[src/rtl/regfile_writeback.sv]
// regfile_writeback
//   Sole driver of the register-file write port. Merges single-cycle ALU
//   results with variable-latency LSU results. LSU results wait in an
//   in-order FIFO whose entries can be killed by a younger ALU write to the
//   same destination, so a stale load never overwrites a newer ALU value.
//
// Ports
//   clk, rst                  clock, asynchronous active-high reset
//   alu_valid/alu_rd/alu_data ALU result (always accepted, highest priority)
//   lsu_valid/lsu_rd/lsu_data LSU result offer; lsu_ready = FIFO not full
//   writeReg/writeData/rd_we  registered register-file write port
//   pending                   bit r set while a live queued entry targets xr
//   occupancy                 FIFO entries held, live and dead
module regfile_writeback #(
    parameter int DEPTH = 4
) (
    input  logic                     clk,
    input  logic                     rst,
    input  logic                     alu_valid,
    input  logic [4:0]               alu_rd,
    input  logic [31:0]              alu_data,
    input  logic                     lsu_valid,
    output logic                     lsu_ready,
    input  logic [4:0]               lsu_rd,
    input  logic [31:0]              lsu_data,
    output logic [4:0]               writeReg,
    output logic [31:0]              writeData,
    output logic                     rd_we,
    output logic [31:0]              pending,
    output logic [$clog2(DEPTH):0]   occupancy
);

    localparam int PW = $clog2(DEPTH);
    localparam int OW = PW + 1;
    localparam logic [OW-1:0] FULL = OW'(DEPTH);

    typedef struct packed {
        logic        live;
        logic [4:0]  rd;
        logic [31:0] data;
    } entry_t;

    entry_t          fifo [DEPTH];
    logic [PW-1:0]   rdPtr, wrPtr;
    logic [OW-1:0]   count;
    logic [31:0]     pendingVec;

    logic  aluWrite, push, pop;
    entry_t head;

    assign lsu_ready = (count != FULL);
    assign occupancy = count;
    assign head      = fifo[rdPtr];

    assign aluWrite  = alu_valid && (alu_rd != 5'd0);
    // x0 results complete the handshake but are never stored.
    assign push      = lsu_valid && lsu_ready && (lsu_rd != 5'd0);
    // Any ALU traffic, even to x0, keeps the port and blocks the pop.
    assign pop       = !alu_valid && (count != '0);

    always_comb begin
        pendingVec = '0;
        for (int i = 0; i < DEPTH; i++) begin
            if (fifo[i].live) pendingVec[fifo[i].rd] = 1'b1;
        end
        pendingVec[0] = 1'b0;
    end
    assign pending = pendingVec;

    always_ff @(posedge clk or posedge rst) begin
        if (rst) begin
            rdPtr     <= '0;
            wrPtr     <= '0;
            count     <= '0;
            rd_we     <= 1'b0;
            writeReg  <= '0;
            writeData <= '0;
            for (int i = 0; i < DEPTH; i++) fifo[i] <= '0;
        end else begin
            // Kill older queued writes to the ALU's destination. The push
            // below is applied after this loop, so an entry arriving at the
            // same edge overrides the kill and stays live.
            if (aluWrite) begin
                for (int i = 0; i < DEPTH; i++) begin
                    if (fifo[i].live && fifo[i].rd == alu_rd)
                        fifo[i].live <= 1'b0;
                end
            end

            // A popped slot is cleared so it drops out of pending. Push and
            // pop never hit the same slot: pop needs count>0, push needs
            // count<DEPTH, so the pointers differ whenever both fire.
            if (pop) begin
                fifo[rdPtr].live <= 1'b0;
                rdPtr            <= rdPtr + 1'b1;
            end
            if (push) begin
                fifo[wrPtr] <= '{live: 1'b1, rd: lsu_rd, data: lsu_data};
                wrPtr       <= wrPtr + 1'b1;
            end

            unique case ({push, pop})
                2'b10:   count <= count + 1'b1;
                2'b01:   count <= count - 1'b1;
                default: count <= count;
            endcase

            if (aluWrite) begin
                rd_we     <= 1'b1;
                writeReg  <= alu_rd;
                writeData <= alu_data;
            end else if (pop && head.live) begin
                rd_we     <= 1'b1;
                writeReg  <= head.rd;
                writeData <= head.data;
            end else begin
                rd_we     <= 1'b0;
            end
        end
    end

endmodule

[config.mk]
export PLATFORM = sky130hd
export DESIGN_NAME = regfile_writeback
export DESIGN_NICKNAME = d
export VERILOG_FILES = /design/src/rtl/regfile_writeback.sv
export SDC_FILE = /design/constraint.sdc
export NUM_CORES = 1
export LEC_CHECK = 0
export BUFFER_PORTS_ARGS = -buffer_cell sky130_fd_sc_hd__clkbuf_2
export CAP_MARGIN = 25
export CORE_ASPECT_RATIO = 2
export CORE_MARGIN = 4
export CORE_UTILIZATION = 45
export CTS_CLUSTER_DIAMETER = 60
export DETAILED_ROUTE_END_ITERATION = 8
export PLACE_DENSITY_LB_ADDON = 0.12
export SLEW_MARGIN = 20
export SYNTH_ARGS = -nofsm -noshare
export SYNTH_HDL_FRONTEND = slang
export SYNTH_SLANG_ARGS = --single-unit
export TNS_END_PERCENT = 10
[constraint.sdc]
create_clock -name clk -period 7.5 [get_ports clk]
set_input_delay 1.125 -clock clk [delete_from_list [all_inputs] [get_ports clk]]
set_output_delay 1.125 -clock clk [all_outputs]
set_load 0.05 [all_outputs]
# [Yosys cells after proc, flatten, opt, wreduce, memory -nomap -nowiden]
# Cells that the tools add are included.
[word_totals] wordCells=105 out_inout_bits=74 input_bits=78 register_bits=197
[classes] magnitude_cmp=12 n_bitwise=5 n_eq_ne=7 n_addsub=4 n_reduce_logical=21 muxes=38
[op_table] operator="$bwmux 152" n=2
[op_table] operator="$mux 152" n=2
[op_table] operator="$mux 32" n=6
[op_table] operator="$demux 38 s2" n=2
[op_table] operator="$mux 38" n=4
[op_table] operator="$or 32x32->32" n=3
[op_table] operator="$bmux 38 s2" n=1
[op_table] operator="$lt 5x6->1 const B" n=4
[op_table] operator="$demux 1 s5" n=4
[op_table] operator="$eq 5x5->1" n=4
[op_table] operator="$ge 5x1->1 const B" n=4
[op_table] operator="$logic_and 1x1->1" n=15
[op_table] operator="$mux 1" n=14
[op_table] operator="$mux 5" n=2
[op_table] operator="$reduce_bool 5->1" n=2
[op_table] operator="$ge 3x3->1 const B" n=2
[op_table] operator="$lt 3x1->1 const B" n=2
[op_table] operator="$not 2->3" n=2
[op_table] operator="$pmux 3 s2" n=1
[op_table] operator="$add 2x1->2 const B" n=2
[op_table] operator="$reduce_bool 2->1" n=2
[op_table] operator="$add 3x1->3 const B" n=1
[op_table] operator="$ne 3x3->1 const B" n=1
[op_table] operator="$reduce_bool 3->1" n=1
[op_table] operator="4 further kinds" n=4

# [Depth between registers and ports, before layout]
# Gate-level depths: netlist (run 1).
[depth] word_depth=11 depth_mapped=10 ltp_nobuf=9

# [Worst setup path after synthesis (run 1)]
# No wires, ideal clock.
[synth_timing] path_type="input port to flip-flop" startpoint="input port lsu_rd[0]" endpoint="register count[2], in the netlist occupancy[2]" setup_slack_ps=4424 setup_time_ps=82 arrival_time_ps=2994 t_required_ps=7418 stages=10 n_path_buf=1 cell_sequence="or4_1 -> o211a_1 -> buf_2 -> inv_1 -> ha_1 -> inv_1 -> fa_1 -> xor2_1 -> nor2_1 -> xor2_1"
[synth_between] elab_chain_len=4 word_cells_on_any_way=6 cone_classes="eq/ne (2); mux (1); reduce/logical (3)"
[synth_lines] element="from (decl)" line="24" source="input logic [4:0] lsu_rd,"
[synth_lines] element="$reduce_bool 5->1 (*)" line="57" source="assign push = lsu_valid && lsu_ready && (lsu_rd != 5'd0);"
[synth_lines] element="$logic_and 1x1->1 (*)" line="57"
[synth_lines] element="$eq 2x1->1 / $eq 2x2->1 (equally long branches)" line="102" source="unique case ({push, pop})"
[synth_lines] element="$pmux 3 s2 / $reduce_bool 2->1 (equally long branches)"
[synth_lines] element="to (signal assigned)" line="103" source="2'b10: count <= count + 1'b1;"
[synth_lines] element="to (signal assigned)" line="104" source="2'b01: count <= count - 1'b1;"
[synth_lines] element="to (signal assigned)" line="105" source="default: count <= count;"
[synth_lines] element="to (decl)" line="45" source="logic [OW-1:0] count;"
# Mark *: on every way between the ends. The rest lies on a longest branch, timed or not.
# A chain may end at the register's enable or synchronous reset.

# [Worst setup path after layout (run 1)]
[layout_timing] startpoint="register fifo[146] in the netlist's numbering" endpoint="output port pending[5]"
[layout_between] elab_chain_len=11 word_cells_on_any_way=12 cone_classes="order compare (2); mux (6); bitwise (3); reduce/logical (1)"
[layout_lines] element="from (decl)" line="43" source="entry_t fifo [DEPTH];"
[layout_lines] element="from (signal, indexed assignment)" line="98" source="fifo[wrPtr] <= '{live: 1'b1, rd: lsu_rd, data: lsu_data};"
[layout_lines] element="$lt 5x6->1 (not written as such) / $ge 5x1->1 (equally long branches)" line="64" source="if (fifo[i].live) pendingVec[fifo[i].rd] = 1'b1;"
[layout_lines] element="$logic_and 1x1->1 (not written as such)" line="64"
[layout_lines] element="$mux 1 (not written as such)" line="64"
[layout_lines] element="$demux 1 s5 (*)" line="64"
[layout_lines] element="$mux 32 (*)" line="64"
[layout_lines] element="$or 32x32->32 (no line)"
[layout_lines] element="$mux 32 (*)" line="64"
[layout_lines] element="$or 32x32->32 (no line)"
[layout_lines] element="$mux 32 (*)" line="64"
[layout_lines] element="$or 32x32->32 (no line)"
[layout_lines] element="$mux 32 (*)" line="64"
[layout_lines] element="to (decl)" line="29" source="output logic [31:0] pending,"
# Marks and branches as above.

==> flow_summary.ini, run 1 <==
[outcome]
status = finished clean

[synthesis]
synth_area_leaders = dfrtp_1, mux2_2, mux4_2, nand2_1, a31oi_1
post_synth_most_frequent_cells = dfrtp_1, mux2_2, nand2_1
synth_cells = 796
syn-num-nets = 884
syn_avg_cell_area_um2 = 12.5
yosysSeqAreaShare = 0.494
synth-main-ff-cell = dfrtp_1
synth_most_common_cell = dfrtp_1
async_flop_share = 1.00
ys_ff_latch = 197
synth-edff-count = 0
yosysUniqueCellTypes = 43
synth_area_um2 = 9980
yosysWarnings = 0
synth_top_area_share = 0.494
yosys.area.top_type = dfrtp_1

[hold_path]
holdPathStages = 1
hold_end = fifo[8]
hold_class = reg2reg
min_from = fifo[8]

[die]
die-area_um2 = 24800
ioPinCount = 152
fp.coreArea_um2 = 21700
die_x_um = 113
initial_core_util = 0.460
rows = 76
fp.dieH_um = 219

[sta]
hold_viol = 0
fin_crit_sh = 0.461
tns_ns = 0
final.min_clock_period_ns = 3.46
worstMarginPinSlew_ns = 0.937
fin_skew_ns = 0.00928
setup_slack_ns = 4.04
rsz0062_at_grt = false
setup_viol = 0
timing.final.max_slew_violations = 0
max_clock_freq_mhz = 289
relSlewSlack = 0.375

[grt]
antenna_found_initial = 1
grt.total_usage = 0.243
overflow = 0
grt_pass1_vias = 7892
grt_pass1_wl_um = 45500
grt_max_degree = 135

[finish]
area_delta_synth_final_pct = 14.8
nFillCells = 1910
multi_input_area_um2 = 4690
final_cell_area_um2 = 11500
final-seq-area_um2 = 4930
stdcell_count = 1194
drive_above_1_share = 0.432
final_core_util = 0.529
fin_nets = 995

[setup_path]
worstReg2RegStart = occupancy[0]
ff2ff_path_depth = 5
crit_type = reg2out
timing.rr.end = fifo[74]
slowest_delay_ns = 0.64
rrSetupSlack_ns = 4.83
crit_slowest_cell = nor2_1
start_kind = flop
crit_required_ns = 6.38
cp_cell_sequence = nand2_1 -> nor2_1 -> a22oi_1 -> o221ai_1 -> clkbuf_2
path_max_fanout = 8
endpoint_kind = primary output
cp_data_arrival_time_ns = 2.33

[clock_tree]
cts.clk_slew.worst_paths_ns = 0.07
cts.sinks = 197
cts_max_path_buffers = 2
root_buffer = clkbuf_16
cts_hold_buf = 0
cts.repair.resized = 0
post-cts-setup-buffer-count = 0
cts_tree = done
cts_buffers = 17
insertion_delay_ns = 0.43
cts_max_level = 4

[route]
initialDrtViolationCount = 625
vias_per_cell = 6.04
vias = 7214
drc = 0
first_pass_iters = 6
wl_um = 29400
routedWlPerCell_um = 24.6
ant_nets = 0

[power_and_ir_drop]
power.leakage_nw = 4.96
vdd_drop_max_uv = 284
pwr-share-clk = 0.158
powerDensity_nw_per_um2 = 503
swShare = 0.431
pwr-share-comb = 0.485
seqPwrFrac = 0.358
p_int_mw = 3.28
power.switching_mw = 2.49

[placement]
dp_hpwl_um = 20900
gp_congestion = 0.963
placed_cell_area_um2 = 10900
pre_cts_slack_ns = 3.90
port_buffers = 150
dp.cells = 1161

[flow_run]
cap_viol_max_count = 0
[per-layer routing]
layer / vias up / wire length [um] / track usage
met3: 76 / 1160 / 0.0380
met4: 0 / 1230 / 0.116
li1: 3179 / - / -
met5: - / 0 / 0
met2: 276 / 16800 / 0.465
met1: 3683 / 10200 / 0.254
[state kept, by name, indices dropped and copies added, names as in the netlist]
name       count
fifo         152
writeData     32
writeReg       5
occupancy      3
rdPtr          2
wrPtr          2
rd_we          1
[critical path: cells and delay by family (launching register included)]
family | cells | cell delay (ns)
flops | 1 | 0.47
compound gates | 2 | 0.37
simple gates | 2 | 0.71
buf+inv | 1 | 0.35
[stage by stage]
| step | total power, mW | hold slack [ns] |
|---|---|---|
| after global routing | 6.08 | 0.519 |
| after CTS | 5.80 | 0.504 |
| after floorplan | 4.13 | 0.459 |
| final | 5.77 | 0.500 |
| after detailed placement | 4.88 | 0.487 |
| after global placement | 4.77 | 0.469 |
[kinds of logic after synthesis]
group	share of synthesized area
AO/OA/AOI/OAI	0.0825
flip-flops	0.494
buffers and inverters	0.0395
XOR/XNOR	0.0219
AND/OR/NAND/NOR	0.0910
multiplexers	0.258
adder cells (fa/ha/maj)	0.0133
other	0.000376
[power by group through the flow]
stage | sequential, mW | combinational, mW | clock [mW]
finish | 2.06 | 2.79 | 0.908
floorplan | 2.23 | 1.89 | 0
detailed placement | 2.07 | 2.80 | 0
global route | 2.12 | 2.98 | 0.973
global placement | 2.03 | 2.74 | 0
CTS | 2.05 | 2.81 | 0.935
[cell type report]
| cell class | count | share of cell area |
|---|---|---|
| clock buffers | 20 | 0.0407 |
| diodes | 1 | 0.000218 |
| inverters | 9 | 0.00360 |
| flip-flops and latches | 197 | 0.430 |
| clock inverters | 12 | 0.0111 |
| repair buffers | 161 | 0.0745 |
| well taps | 273 | 0.0298 |
| multi-input cells | 521 | 0.410 |
[cell usage in the layout, fill, tap and decap left out, types with 9 or more instances in the layout]
master	n
dfrtp_1	195
clkbuf_2	150
mux2_2	142
nand2_1	80
mux4_2	38
nor3_1	36
a31oi_1	33
a22oi_1	18
o221ai_1	18
clkbuf_16	17
xnor2_1	15
o22ai_1	12
a221o_1	12
nor2_1	10
o21ai_0	10
xor2_1	10
nand3b_1	10
buf_4	10
ha_1	9
[worst max-delay path by stage]
stage / from / endpoint / slack, ns / depth (start not counted)
after floorplan: rst / fifo[0] / 1.01 / 1
after global placement: lsu_rd[0] / fifo[138] / 3.96 / 6
after detailed placement: lsu_rd[0] / fifo[138] / 3.90 / 6
after CTS: fifo[146] / pending[28] / 4.11 / 4
after global routing: fifo[150] / pending[16] / 3.94 / 4
final: fifo[146] / pending[5] / 4.04 / 5
(Power assumes the default switching activity.)
==> inputs of run 2 (changes only) <==
==> constraint.sdc (replaced) <==
create_clock -name clk -period 2.9 [get_ports clk]
set_input_delay 0.435 -clock clk [delete_from_list [all_inputs] [get_ports clk]]
set_output_delay 0.435 -clock clk [all_outputs]
set_load 0.05 [all_outputs]
==> run 2 against run 1 <==
Against the previous run:
- cell area increased by 2.0%
- utilization up 1.1 points
- sequential power rose to 2.6 times the previous value
==> flow_summary.ini, run 2 (synthesized netlist as in run 1, its figures left out) <==
[outcome]
status = finished clean

[clock_tree]
post-cts-setup-buffer-count = 0
cts.clk_slew.worst_paths_ns = 0.07
cts_max_level = 4
insertion_delay_ns = 0.44
cts.sinks = 197
cts_buffers = 17
cts_hold_buf = 0
cts_max_path_buffers = 2
root_buffer = clkbuf_16
cts_tree = done
cts.repair.resized = 0

[sta]
relSlewSlack = 0.418
fin_crit_sh = 0.956
final.min_clock_period_ns = 2.77
timing.final.max_slew_violations = 0
fin_skew_ns = 0.0103
holdWs_ns = 0.0747
max_clock_freq_mhz = 361
setup_viol = 0
tns_ns = 0
worstMarginPinSlew_ns = 0.870
rsz0062_at_grt = false
setup_slack_ns = 0.128
hold_viol = 0

[die]
ioPinCount = 152
die-area_um2 = 24800
rows = 76
fp.dieH_um = 219
die_x_um = 113
initial_core_util = 0.460
fp.coreArea_um2 = 21700

[power_and_ir_drop]
vdd_drop_max_uv = 779
seqPwrFrac = 0.350
power.switching_mw = 6.40
power.leakage_nw = 5.09
p_int_mw = 8.76
swShare = 0.422
powerDensity_nw_per_um2 = 1300
pwr-share-clk = 0.162
pwr-share-comb = 0.488

[route]
wl_met2_um = 16000
routedLengthMet1_um = 10200
met3_length_um = 1320
routedWlPerCell_um = 23.9
first_pass_iters = 6
drc = 0
routed.top_layer = met4
wl_um = 29000
initialDrtViolationCount = 638
vias_per_cell = 6.04
ant_nets = 0
vias = 7324

[hold_path]
hold_class = in2async

[finish]
final_cell_area_um2 = 11700
top_register = fifo
drive_above_1_share = 0.440
layout_common_cells = dfrtp_1, clkbuf_2, mux2_2
stdcell_count = 1212
largest_reg_flops = 152
layout_commonest_cell = dfrtp_1
fin_nets = 1013
top_regs = fifo: 152 flops, writeData: 32 flops, writeReg: 5 flops
area_delta_synth_final_pct = 17.1

[grt]
grt_pass1_vias = 8132
overflow = 0
grt_pass1_wl_um = 45800
antenna_found_initial = 2
grt_max_degree = 99
grt.total_usage = 0.243

[placement]
dp.cells = 1179
dp_hpwl_um = 21000
port_buffers = 150
pre_cts_slack_ns = 0.213
gp_congestion = 0.972
placed_cell_area_um2 = 11100

[setup_path]
endpoint_kind = primary output
start_kind = flop
crit_required_ns = 2.47
path_max_fanout = 8
slowest_delay_ns = 0.67
cp_data_arrival_time_ns = 2.34
crit_slowest_cell = nor2_1
crit_type = reg2out
ff2ff_path_depth = 9
cp_cell_sequence = nand2_1 -> nor2_1 -> a221o_1 -> clkbuf_2

[flow_run]
cap_viol_max_count = 0
run 2: cell count changes in the layout (fill, tap and decap cells not counted):
cell and delta:
nor3b_1 +2, buf_12 +8, buf_16 -1, inv_6 -1
diode_2 +1, inv_8 -1, nor3b_2 -2, buf_4 +11
bufinv_16 +1, clkbuf_8 +2, clkinv_4 -2
run 2: worst paths after layout:
kind / startpoint / end / slack, ns
min reg2reg: fifo[89] / fifo[89] / 0.49
min: rst / writeData[26] / 0.07
max in group asynchronous: rst / fifo[80] / 1.88
min in group clk: alu_data[0] / writeData[0] / 0.23
max reg2reg: occupancy[0] / occupancy[2] / 0.47
max: fifo[108] / pending[17] / 0.13
run 2: critical path, delay by kind of cell (launching register included):
kind            cells  cell delay, ns
flops               1            0.49
compound gates      1            0.35
buf+inv             1            0.30
simple gates        2            0.76
run 2: cell type report:
class | count | area, um^2
Inverter | 9 | 37.5
Clock inverter | 9 | 124
Fill cell | 1880 | 9990
Clock buffer | 22 | 494
Multi-Input combinational cell | 521 | 4680
Timing Repair Buffer | 179 | 1070
Antenna cell | 2 | 5.00
Sequential cell | 197 | 4930
Tap cell | 273 | 342
run 2: routing by layer:
layer | vias to the layer above | track usage
li1 | 3221 | -
met1 | 3746 | 0.253
met2 | 271 | 0.452
met3 | 86 | 0.0449
met4 | 0 | 0.132
met5 | - | 0
run 2: metrics by stage:
stage / total power [mW] / util
final: 15.2 / 0.539
after global routing: 16.0 / 0.539
after CTS: 15.3 / 0.539
after detailed placement: 12.8 / 0.510
after global placement: 12.5 / 0.510
after floorplan: 10.7 / -
run 2: power groups by stage:
stage	Sequential (mW)	Combinational, mW	Clock (mW)
3_3_place_gp	5.21	7.27	0
3_5_place_dp	5.34	7.44	0
2_1_floorplan	5.77	4.90	0
4_1_cts	5.29	7.46	2.53
5_1_grt	5.48	7.90	2.63
6_report	5.30	7.39	2.46
